[config.mk]
export PLATFORM = sky130hd
export DESIGN_NAME = fp16_exp_combine
export DESIGN_NICKNAME = d
export VERILOG_FILES = /design/src/rtl/fp16_exp_combine.sv
export SDC_FILE = /design/constraint.sdc
export NUM_CORES = 1
export LEC_CHECK = 0
export BUFFER_PORTS_ARGS = -buffer_cell sky130_fd_sc_hd__buf_2
export CAP_MARGIN = 20
export CORE_ASPECT_RATIO = 1.75
export CORE_UTILIZATION = 63
export CTS_BUF_LIST = sky130_fd_sc_hd__clkbuf_4
export DETAILED_ROUTE_END_ITERATION = 12
export PLACE_DENSITY = 0.88
export SLEW_MARGIN = 20
export SYNTH_ARGS = -nofsm -noshare
export SYNTH_HDL_FRONTEND = slang
export SYNTH_SLANG_ARGS = --single-unit
[constraint.sdc]
create_clock -name clk -period 6.4 [get_ports clk]
set_input_delay 0.64 -clock clk [delete_from_list [all_inputs] [get_ports clk]]
set_output_delay 0.64 -clock clk [all_outputs]
set_load 0.01 [all_outputs]
[src/rtl/fp16_exp_combine.sv]
// fp16_exp_combine: 2-stage FP16 multiplier joining the partial-exp factors.
// Define SOFTMAX_SUM_EN for a saturating Q.16 per-vector sum of the results.
module fp16_exp_combine #(
  parameter int ACC_W = 40
) (
  input  logic             clk,
  input  logic             rst,
  input  logic             in_valid,
  output logic             in_ready,
  input  logic [15:0]      in_exp,
  input  logic [15:0]      in_mant,
  input  logic             in_last,
  output logic             out_valid,
  input  logic             out_ready,
  output logic [15:0]      out_data,
`ifdef SOFTMAX_SUM_EN
  output logic             out_last,
  output logic             sum_valid,
  output logic [ACC_W-1:0] sum_data
`else
  output logic             out_last
`endif
);

  logic s2_en, s1_en;

  logic        s1_valid;
  logic        s1_sign;
  logic        s1_last;
  logic        s1_spec;
  logic [15:0] s1_spec_data;
  logic [21:0] s1_prod;
  logic [6:0]  s1_exp;

  assign s2_en    = !out_valid || out_ready;
  assign s1_en    = !s1_valid || s2_en;
  assign in_ready = !rst && s1_en;

  logic [4:0]  ea, eb;
  logic [9:0]  ma, mb;
  logic        a_nan, b_nan, a_inf, b_inf, a_zero, b_zero;
  logic        sign_c, spec_c;
  logic [15:0] spec_data_c;
  logic [21:0] prod_c;
  logic [6:0]  exp_c;

  assign ea = in_exp[14:10];
  assign eb = in_mant[14:10];
  assign ma = in_exp[9:0];
  assign mb = in_mant[9:0];

  assign a_nan  = (&ea) && (|ma);
  assign b_nan  = (&eb) && (|mb);
  assign a_inf  = (&ea) && !(|ma);
  assign b_inf  = (&eb) && !(|mb);
  assign a_zero = (ea == 5'd0);
  assign b_zero = (eb == 5'd0);

  assign sign_c = in_exp[15] ^ in_mant[15];
  assign prod_c = 22'({1'b1, ma}) * 22'({1'b1, mb});
  assign exp_c  = {2'b00, ea} + {2'b00, eb} - 7'd15;

  // Special cases resolved up front, highest priority first
  always_comb begin
    spec_c      = 1'b1;
    spec_data_c = 16'h7E00;
    if (a_nan || b_nan) begin
      spec_data_c = 16'h7E00;
    end else if ((a_inf && b_zero) || (b_inf && a_zero)) begin
      spec_data_c = 16'h7E00;
    end else if (a_inf || b_inf) begin
      spec_data_c = {sign_c, 15'h7C00};
    end else if (a_zero || b_zero) begin
      spec_data_c = {sign_c, 15'h0000};
    end else begin
      spec_c      = 1'b0;
    end
  end

  always_ff @(posedge clk) begin
    if (rst) begin
      s1_valid <= 1'b0;
    end else if (s1_en) begin
      s1_valid <= in_valid;
    end
  end

  always_ff @(posedge clk) begin
    if (s1_en && in_valid && !rst) begin
      s1_sign      <= sign_c;
      s1_last      <= in_last;
      s1_spec      <= spec_c;
      s1_spec_data <= spec_data_c;
      s1_prod      <= prod_c;
      s1_exp       <= exp_c;
    end
  end

  logic        hi, guard, sticky, rnd;
  logic [9:0]  m10;
  logic [10:0] m11;
  logic [7:0]  e1, e2;
  logic [9:0]  mant_r;
  logic [15:0] res;

  assign hi     = s1_prod[21];
  assign m10    = hi ? s1_prod[20:11] : s1_prod[19:10];
  assign guard  = hi ? s1_prod[10] : s1_prod[9];
  assign sticky = hi ? (|s1_prod[9:0]) : (|s1_prod[8:0]);
  assign rnd    = guard && (sticky || m10[0]);
  assign m11    = {1'b0, m10} + {10'd0, rnd};
  assign e1     = {s1_exp[6], s1_exp} + {7'd0, hi};
  // Rounding carry out of the mantissa bumps the exponent
  assign e2     = e1 + {7'd0, m11[10]};
  assign mant_r = m11[10] ? 10'd0 : m11[9:0];

  always_comb begin
    res = {s1_sign, e2[4:0], mant_r};
    if (s1_spec) begin
      res = s1_spec_data;
    end else if ($signed(e2) >= 8'sd31) begin
      res = {s1_sign, 15'h7C00};
    end else if ($signed(e2) <= 8'sd0) begin
      res = {s1_sign, 15'h0000};
    end
  end

  always_ff @(posedge clk) begin
    if (rst) begin
      out_valid <= 1'b0;
      out_data  <= 16'h0000;
      out_last  <= 1'b0;
    end else if (s2_en) begin
      out_valid <= s1_valid;
      if (s1_valid) begin
        out_data <= res;
        out_last <= s1_last;
      end
    end
  end

`ifdef SOFTMAX_SUM_EN
  logic             fire;
  logic [4:0]       oe;
  logic [ACC_W-1:0] mext, q, acc, sat;
  logic [ACC_W:0]   add;

  assign fire = out_valid && out_ready;
  assign oe   = out_data[14:10];
  assign mext = {{(ACC_W-11){1'b0}}, 1'b1, out_data[9:0]};

  // FP16 to unsigned Q.16, truncating; value = mext * 2^(oe-9) in Q.16
  always_comb begin
    q = '0;
    if ((&oe) && (|out_data[9:0])) begin
      q = '1;
    end else if (out_data[15]) begin
      q = '0;
    end else if (&oe) begin
      q = '1;
    end else if (oe == 5'd0) begin
      q = '0;
    end else if (oe >= 5'd9) begin
      q = mext << (oe - 5'd9);
    end else begin
      q = mext >> (5'd9 - oe);
    end
  end

  assign add = {1'b0, acc} + {1'b0, q};
  assign sat = add[ACC_W] ? '1 : add[ACC_W-1:0];

  always_ff @(posedge clk) begin
    if (rst) begin
      acc       <= '0;
      sum_valid <= 1'b0;
      sum_data  <= '0;
    end else begin
      sum_valid <= 1'b0;
      if (fire) begin
        if (out_last) begin
          sum_data  <= sat;
          sum_valid <= 1'b1;
          acc       <= '0;
        end else begin
          acc <= sat;
        end
      end
    end
  end
`endif

endmodule

==> Word level (Yosys, flattened, before mapping) <==
Index checks and enable logic that the tools add are counted.
{ "totals": {"register_bits": 67, "output_inout_bits": 19, "wordCells": 63} }
{ "op_classes": {"addsub": 5, "mul": 1, "magnitude_cmp": 2, "muxes": 10, "n_bitwise": 1, "n_reduce_logical": 33} }
{ "op_table": {"columns": ["cell", "count"], "rows": [
  ["$mux W16", 3],
  ["$mux W15", 2],
  ["$reduce_or A10 Y1", 3],
  ["$mul A11 B11 Y22", 1],
  ["$mux W10", 2],
  ["$add A10 B1 Y11", 1],
  ["$logic_and A1 B1 Y1", 10],
  ["$logic_not A5 Y1", 2],
  ["$reduce_and A5 Y1", 2],
  ["$reduce_or A9 Y1", 1],
  ["$add A7 B2 Y8", 1],
  ["$add A8 B1 Y8", 1],
  ["$ge A8 B6 Y1 const B", 1],
  ["$le A8 B1 Y1 const B", 1],
  ["$logic_or A1 B1 Y1", 7],
  ["$sub A6 B4 Y7 const B", 1],
  ["$add A5 B5 Y6", 1],
  ["$logic_not A1 Y1", 5],
  ["$mux W1", 3],
  ["$reduce_or A3 Y1", 1],
  ["$reduce_and A2 Y1", 1],
  ["$reduce_or A2 Y1", 1],
  ["$xor A1 B1 Y1", 1]
]} }

==> Depth between registers and ports, before layout <==
Gate-level depths: netlist of run 1.
{ "depth": {"word_depth": 10, "mapped_depth": 20, "ltp_nobuf": 18} }

==> Least setup slack after synthesis of run 1 <==
No wires, ideal clock.
{ "synth_timing": {"path_type": "input to register", "from": "in in_exp[2]", "to": "reg s1_prod[20], data pin", "arrival_ps": 4942, "path_slack_ps": 1192, "cell_stages": 17, "path_buffers": 1, "cell_sequence": "clkbuf_1 > inv_1 > fa_1 > inv_1 > fa_1 > fa_1 > fa_1 > inv_1 > fa_1 > inv_1 > ha_1 > nand4_1 > nor2_1 > a31oi_1 > a21oi_1 > mux2i_1 > o211ai_1"} }
{ "synth_between": {"elab_chain_cells": 1} }
{ "synth_rtl": {"columns": ["element", "line", "text"], "rows": [
  ["from (decl)", "10", "input logic [15:0] in_exp,"],
  ["$mul A11 B11 Y22", "60", "assign prod_c = 22'({1'b1, ma}) * 22'({1'b1, mb});"],
  ["via prod_c[20]", "44", "logic [21:0] prod_c;"],
  ["to (signal assigned)", "94", "s1_prod <= prod_c;"],
  ["to (decl)", "32", "logic [21:0] s1_prod;"]
]} }
The timed path passes the listed nets, and every way through them passes these cells.
A chain may end at the register's enable or synchronous reset.

==> Final worst setup path of run 1 <==
Ends and elaborated chain as after synthesis.

==> summary.md, run 1 <==
| Metric | Value |
|---|---|
| Status | completed |
| Via count | 5174 |
| Fin. Hold Viols | 0 |
| Fmax | just under 0.2 GHz |
| Yosys reg bits | 54 |
| Mapped cell area | approximately 6700 um^2 |
| Cells after synthesis | 722 |
| Critical path endpoint category | flip-flop |
| Crit-path cells | buf_2, nand2_1, fa_1, inv_1, fa_1, fa_1, fa_1, inv_1, fa_1, inv_1, ha_1, a21oi_1, a21oi_1, a31oi_1, a21oi_1, mux2i_1, o211ai_1 |
| Prevailing post-synth register cell | edfxtp_1 |
| Rows | 49 |
| Fin crit period | 5179 ps |
| CP max FO | 12 |
| Routed wire length | between 10000 and 15000 um |
| Slowest-stage cell, CP | fa_1 |
| # DRC | 0 |
| Setup crit start kind | input pin |
| Global route overflow | 0 |
| # port buffers | 55 |
| Clk buf depth | 2 |
| First-pass GRT wire length | 23600 um |
| Hold WS | 410.2 ps |
| Arrival @ worst endpoint | about 5300 ps |
| Part of the cycle the worst path needs | 0.8093 |
| Setup bufs post-CTS | 0 |
| Leakage | 3.427 nW |
| All-Layer GR Usage | 0.2724 |
| Worst Max-Slew Pin Slew | between 700 and 800 ps |
| Final setup viols | 0 |
| Worst VDD drop | 257.0 uV |
| Syn_nets | 911 |
| Post-synthesis sequential area ratio | 0.2139 |
| Total Die Area | about 11000 um^2 |
| Pin count of the biggest net entering global routing | 36 |
| Worst hold path type | input pin to flip-flop |
| Post-layout nets | 950 |
| Vias in the first global route | 5417 |
| Worst Path Required | 6540 ps |
| Worst path most repeated cell | fa_1 |
| FFs w/ async S/R, synth | 0 |
| Most frequent cells in the layout | 132 x inv_1, 82 x fa_1, 77 x nand2_1 |
| Cts repair resizes | 0 |
| Setup Skew | 19.65 ps |
| Synth Area per Inst | between 9 and 10 um^2 |
| Via density | 5.820 |
| Pre-antenna DRT Iters | 5 |
| Sink Count | 54 |
| Number of diodes | 0 |
| Setup TNS | 0 ps |
| Die span in y | ~140 um |
| Number of buffers created by CTS | 5 |
| CTS tree | yes |
| Root buf cell | clkbuf_4 |
| Area grow syn2layout | 6.543% |
| Antenna violations before repair | 0 |
| Worst-skew pair later-pin latency | approximately 400 ps |
| Post-CTS Hold Buffers | 0 |
| DP HPWL | approximately 12000 um |
| Final Max Tran Viols | 0 |
| I/O pins | 56 |
| Core Box Area | 10300 um^2 |
| Synth unique cells | 51 |
| Ys Warns | 0 |
| Htree depth | 2 |
| Antenna viol nets, final | 0 |
| GPL Wtd Cong | 0.9707 |
| Initial Util | 0.6498 |
| Number of max-cap violations | 0 |
| Proportion of layout cells with a drive suffix above 1 | 0.09843 |
| PwrDens | ~380 nW/um^2 |
| Number of synthesized flops with an enable pin | 35 |
| FF-to-FF setup slack | 1640 ps |
| Worst-path clk slew | 150 ps |
| Routed WL per cell | 15.78 um |
| Die X | 79.92 um |
| Slew margin rel. | 0.4918 |
| DR iter-0 viols | 195 |
| Most common cell after layout, fill and taps aside | inv_1 |
| Critical path class | input pin to flip-flop |
| RSZ-0062 raised after global routing | no |
| CP max stage delay | about 560 ps |
[worst paths after layout]
path | from | to | depth (start not counted)
min | in_last | s1_last | 1
max reg2reg | s1_prod[21] | out_data[4] | 14
min reg2reg | out_data[13] | out_data[13] | 2
max | in_exp[2] | s1_prod[20] | 17
[metrics by stage]
| stage | worst slack, ps | instances | total power, mW | util | cell area [um^2] |
|---|---|---|---|---|---|
| 2_1_floorplan | 1192 | 722 | 2.126 | - | 6693 |
| 3_3_place_gp | 1009 | 881 | 2.401 | 0.6843 | 7048 |
| 3_5_place_dp | 822.1 | 881 | 2.522 | 0.6843 | 7048 |
| 4_1_cts | 1251 | 889 | 2.723 | 0.6923 | 7131 |
| 5_1_grt | 1002 | 889 | 3.006 | 0.6923 | 7131 |
| 6_report | 1221 | 889 | 2.743 | 0.6923 | 7131 |
[logic make-up (layout without fill, tap and decap cells)]
| family | Yosys count | count (layout) | synth area share |
|---|---|---|---|
| AOI/OAI and AO/OA | 90 | 90 | 0.08862 |
| xor gates and xnor gates | 31 | 31 | 0.04057 |
| adders and majority gates | 152 | 152 | 0.3761 |
| buffers and inverters | 157 | 197 | 0.08805 |
| DFF | 54 | 54 | 0.2139 |
| muxes | 15 | 15 | 0.02337 |
| and+or+nand+nor | 223 | 223 | 0.1694 |
[layout make-up]
class	count	area, um^2
tap	127	158.9
fill	766	3169
clock buffer	5	37.54
clock inverter	3	45.04
inverter	132	495.5
multi-input combinational	511	4672
timing repair buffer	57	290.3
sequential	54	1431
[flip-flops by register name, indices dropped and copies added (netlist names)]
| signal | flops |
|---|---|
| s1_sign | 1 |
| out_data | 16 |
| s1_prod | 22 |
| out_last | 1 |
| out_valid | 1 |
| s1_exp | 7 |
| s1_spec | 1 |
| s1_spec_data | 3 |
| s1_last | 1 |
| s1_valid | 1 |
[cells in the mapped netlist, types with 4 or more instances]
master / number / share of area
mux2_2: 5 / 0.0084
a21o_1: 4 / 0.0045
dfxtp_1: 19 / 0.057
nor2_1: 37 / 0.021
xnor2_1: 19 / 0.025
and3_1: 4 / 0.0037
nand2b_1: 4 / 0.0037
or4_1: 4 / 0.0045
nor4_1: 7 / 0.0065
clkbuf_1: 24 / 0.013
a211oi_1: 4 / 0.0045
nor2b_1: 7 / 0.0065
ha_1: 70 / 0.13
fa_1: 82 / 0.25
inv_1: 132 / 0.074
a21oi_1: 28 / 0.021
and2_1: 41 / 0.038
nand3_1: 15 / 0.011
a22o_1: 10 / 0.013
o31ai_1: 4 / 0.0045
nor3_1: 9 / 0.0067
xor2_1: 12 / 0.016
o21a_1: 4 / 0.0045
o21ai_0: 16 / 0.012
mux2i_1: 10 / 0.015
nand2_1: 77 / 0.043
nand4_1: 5 / 0.0047
edfxtp_1: 35 / 0.16
[per-layer routing]
| layer | vias to the layer above | track usage | wire length, um |
|---|---|---|---|
| met5 | - | 0 | 0 |
| met4 | 0 | 0.1353 | 573 |
| met3 | 49 | 0.02838 | 553 |
| met2 | 179 | 0.5304 | 8000 |
| met1 | 2509 | 0.2722 | 4899 |
| li1 | 2437 | - | - |
[where the power goes]
part           total [mW]  internal [mW]  switching (mW)
combinational        1.94          0.836            1.11
sequential          0.609          0.540          0.0694
clock               0.191         0.0820           0.109
[critical path, delay by kind of cell]
kind,cells,cell delay [ps]
compound gates,5,990
fa+ha+maj,6,2980
buf+inv,4,400
mux,1,170
simple gates,1,120
Power figures use the tool's default switching activity.
==> run 2, diff against run 1 <==
--- a/config.mk
+++ b/config.mk
@@ -5,13 +5,14 @@
 export SDC_FILE = /design/constraint.sdc
 export NUM_CORES = 1
 export LEC_CHECK = 0
+export ABC_AREA = 1
 export BUFFER_PORTS_ARGS = -buffer_cell sky130_fd_sc_hd__buf_2
 export CAP_MARGIN = 20
 export CORE_ASPECT_RATIO = 1.75
-export CORE_UTILIZATION = 63
+export CORE_UTILIZATION = 57
 export CTS_BUF_LIST = sky130_fd_sc_hd__clkbuf_4
 export DETAILED_ROUTE_END_ITERATION = 12
-export PLACE_DENSITY = 0.88
+export PLACE_DENSITY = 0.84
 export SLEW_MARGIN = 20
 export SYNTH_ARGS = -nofsm -noshare
 export SYNTH_HDL_FRONTEND = slang
==> constraint.sdc (replaced) <==
create_clock -name clk -period 4.22 [get_ports clk]
set_input_delay 0.422 -clock clk [delete_from_list [all_inputs] [get_ports clk]]
set_output_delay 0.422 -clock clk [all_outputs]
set_load 0.01 [all_outputs]
==> run 2 against run 1 <==
Effect of this change:
- the flow now finishes with violations (setup timing)
- clock power grew 25%
- combinational power rose to 2.6 times the previous value
- worst setup slack got worse by 1300 ps
- synthesized area increased by 5.4%
- largest power group unchanged
- highest routed layer unchanged
==> summary.md, run 2 <==
| Metric | Value |
|---|---|
| Status | complete, but fails checks |
| Failing checks | setup timing |
| Yosys reg bits | 54 |
| Via density | 5.293 |
| Part of the cycle the worst path needs | 1.022 |
| Die X | 86.10 um |
| Rows | between 50 and 60 |
| Fin area | 8653 um^2 |
| Fmax | between 0.2 and 0.25 GHz |
| PwrDens | 713.5 nW/um^2 |
| Vias in the first global route | between 6000 and 7000 |
| I/O pins | 56 |
| Worst Max-Slew Pin Slew | 603.9 ps |
| Top cells by count, synth | 229 x nand2_1, 215 x inv_1, 82 x fa_1 |
| Global route overflow | 0 |
| Prevailing post-synth register cell | edfxtp_1 |
| Layout fillers | slightly below 900 |
| Met2 global-route usage | 0.5389 |
| Placed Cells | 1173 |
| Initial Util | 0.5846 |
| XOR/XNOR Fraction of Synth Area | 0.02855 |
| CP delay by family, top | adder cells |
| Arrival @ worst endpoint | 4440 ps |
| Top reg by flops | s1_prod |
| Number of buffers created by CTS | 5 |
| Pwr Total | 6.174 mW |
| Synth area leaders | fa_1 23%, edfxtp_1 15%, ha_1 12%, nand2_1 12%, inv_1 11% |
| Synth Area per Inst | 7.779 um^2 |
| Post-layout nets | 1212 |
| Number of max-cap violations | 0 |
| Cell Area, Placed | 8190 um^2 |
| Total Die Area | 12840 um^2 |
| # DRC | 0 |
| Pin count of the biggest net entering global routing | 36 |
| Area grow syn2layout | 22.65% |
| Setup crit start kind | input pin |
| Sink Count | between 50 and 60 |
| Routed wire length | ~18000 um |
| Global Route met1 Usage | 0.2404 |
| Fin crit period | around 4300 ps |
| Top-area cell type share of the netlist area | 0.2327 |
| CP max stage delay | 540 ps |
| Leakage | 4.730 nW |
| Ys Warns | 0 |
| Worst-path clk slew | 130 ps |
| Simple-Gate Fraction of Synth Area | 0.2208 |
| Final setup margin | -93.50 ps |
| Worst-skew pair later-pin latency | 390 ps |
| Slowest-stage cell, CP | fa_1 |
| Worst hold path type | input pin to flip-flop |
| Pre-antenna DRT Iters | 5 |
| Mux contribution to synthesized area | 0 |
| Synth unique cells | 36 |
| Worst r2r path cells | 20 |
| Number of diodes | 0 |
| Top cell type by total area after synthesis | fa_1 |
| Via count | 6293 |
| Number of synthesized flops with an enable pin | 35 |
| Worst Path Required | 4350 ps |
| Critical path endpoint category | flip-flop |
| Most frequent cell after synthesis | nand2_1 |
| Cells on Worst Hold Path | 1 |
| CTS tree | yes |
| Die span in y | 149.2 um |
| Synth Area in Adders | 0.3568 |
| Post-synthesis compound-gate area fraction | 0.05728 |
| Worst VDD drop | 562.7 uV |
| Fin. Hold Viols | 0 |
| Cells after synthesis | roughly 910 |
| Antenna violations before repair | 0 |
| Layout Cells excl Fill | 1189 |
| Antenna viol nets, final | 0 |
| First-pass GRT wire length | 26310 um |
| Post-synthesis sequential area ratio | 0.2029 |
| Setup Skew | 29.06 ps |
| FFs w/ async S/R, synth | 0 |
| Routed WL per cell | approximately 15 um |
| Busiest grt layer | met2 |
| Setup TNS | -476.7 ps |
| Crit-path cells | buf_4, nand2_1, fa_1, inv_1, fa_1, fa_1, fa_1, inv_2, fa_1, inv_2, ha_4, a21oi_4, a21boi_4, nand2_2, buf_6, xor2_1 |
| Largest register FFs | 22 |
| DR iter-0 viols | approximately 330 |
| Htree depth | 2 |
| Critical path class | input pin to flip-flop |
| Most common cell after layout, fill and taps aside | nand2_1 |
| GPL Wtd Cong | 0.8825 |
| Proportion of layout cells with a drive suffix above 1 | 0.2510 |
| DP HPWL | 13420 um |
| Worst Path Buf+Inv | 5 |
| CP max FO | 8 |
| Slew margin rel. | 0.5965 |
| Worst path most repeated cell | fa_1 |
| Largest family of logic cells by synthesized area | adder cells |
| Mapped cell area | 7056 um^2 |
| Syn_nets | 1096 |
| Final setup viols | 7 |
| Post-CTS Hold Buffers | 0 |
| Top flop regs | s1_prod (22), out_data (16), s1_exp (7) |
| Critical path depth in cells | 16 |
| Most frequent cells in the layout | 208 x nand2_1, 201 x inv_1, 79 x fa_1 |
| Root buf cell | clkbuf_4 |
| Final Max Tran Viols | 0 |
| Core Box Area | 12070 um^2 |
| DP Worst Slack | -570.6 ps |
| # port buffers | 55 |
| All-Layer GR Usage | 0.2603 |
| RSZ-0062 raised after global routing | yes |
| Clk buf depth | 2 |
| GR Layer Usage met3 | 0.02158 |
==> run 2: cell types whose count changed after synthesis, moves of 12 or more <==
cell	change
nand2_1	+152
and2_1	-41
a21oi_1	+12
inv_1	+83
nand4_1	+12
xnor2_1	-12
nand2_2	+18
==> run 2: power breakdown <==
group	internal (mW)	switching (mW)
registers	0.813	0.0541
clock network	0.0860	0.152
logic	2.38	2.69
==> run 2: layout make-up <==
class / instances / area (um^2) / area share
multi-input cells: 606 / 5056 / 0.5843
clock buffers: 8 / 60.06 / 0.006940
flip-flops and latches: 54 / 1431 / 0.1654
well taps: 165 / 206.4 / 0.02386
repair buffers: 134 / 1066 / 0.1232
inverters: 222 / 833.3 / 0.09630
==> run 2: through the flow <==
stage	utilization	hold slack, ps
finish	0.7170	232.1
global route	0.7170	209.3
CTS	0.6904	215.1
detailed placement	0.6786	451.9
global placement	0.6786	449.8
floorplan	-	469.4
==> run 2: final timing paths <==
path / from / to / slack (ps)
setup / recovery: in_mant[8] / s1_prod[13] / -90
hold / removal: in_last / s1_last / 230
setup reg to reg: s1_prod[21] / out_data[8] / 840
hold reg to reg: out_data[4] / out_data[4] / 470
==> run 2: per-layer routing <==
layer | wire length [um] | vias to the layer above
li1 | - | 2985
met1 | 5607 | 2953
met5 | 0 | -
met3 | 659 | 106
met4 | 1179 | 0
met2 | 10240 | 249
==> run 2: logic make-up (layout without fill, tap and decap cells) <==
kind of cell / count (synthesis) / in the layout
and+or+nand+nor: 357 / 357
buffers and inverters: 247 / 364
adders and majority gates: 152 / 152
AOI/OAI and AO/OA: 74 / 74
DFF: 54 / 54
xor gates and xnor gates: 23 / 23
==> run 2: what timing repair did <==
| item | CTS | global route |
|---|---|---|
| cloned | 0 | 3 |
| pin swaps | 3 | 23 |
| setup buffers | 0 | 5 |
| endpoints found under the setup margin | 9 | 12 |
| gates resized for setup | 26 | 62 |
==> run 2: worst register-to-register path, delay by kind of cell (launching register included) <==
family	cells	cell delay (ps)
flops	1	700
buf+inv	3	330
simple gates	14	1240
fa+ha+maj	3	1010
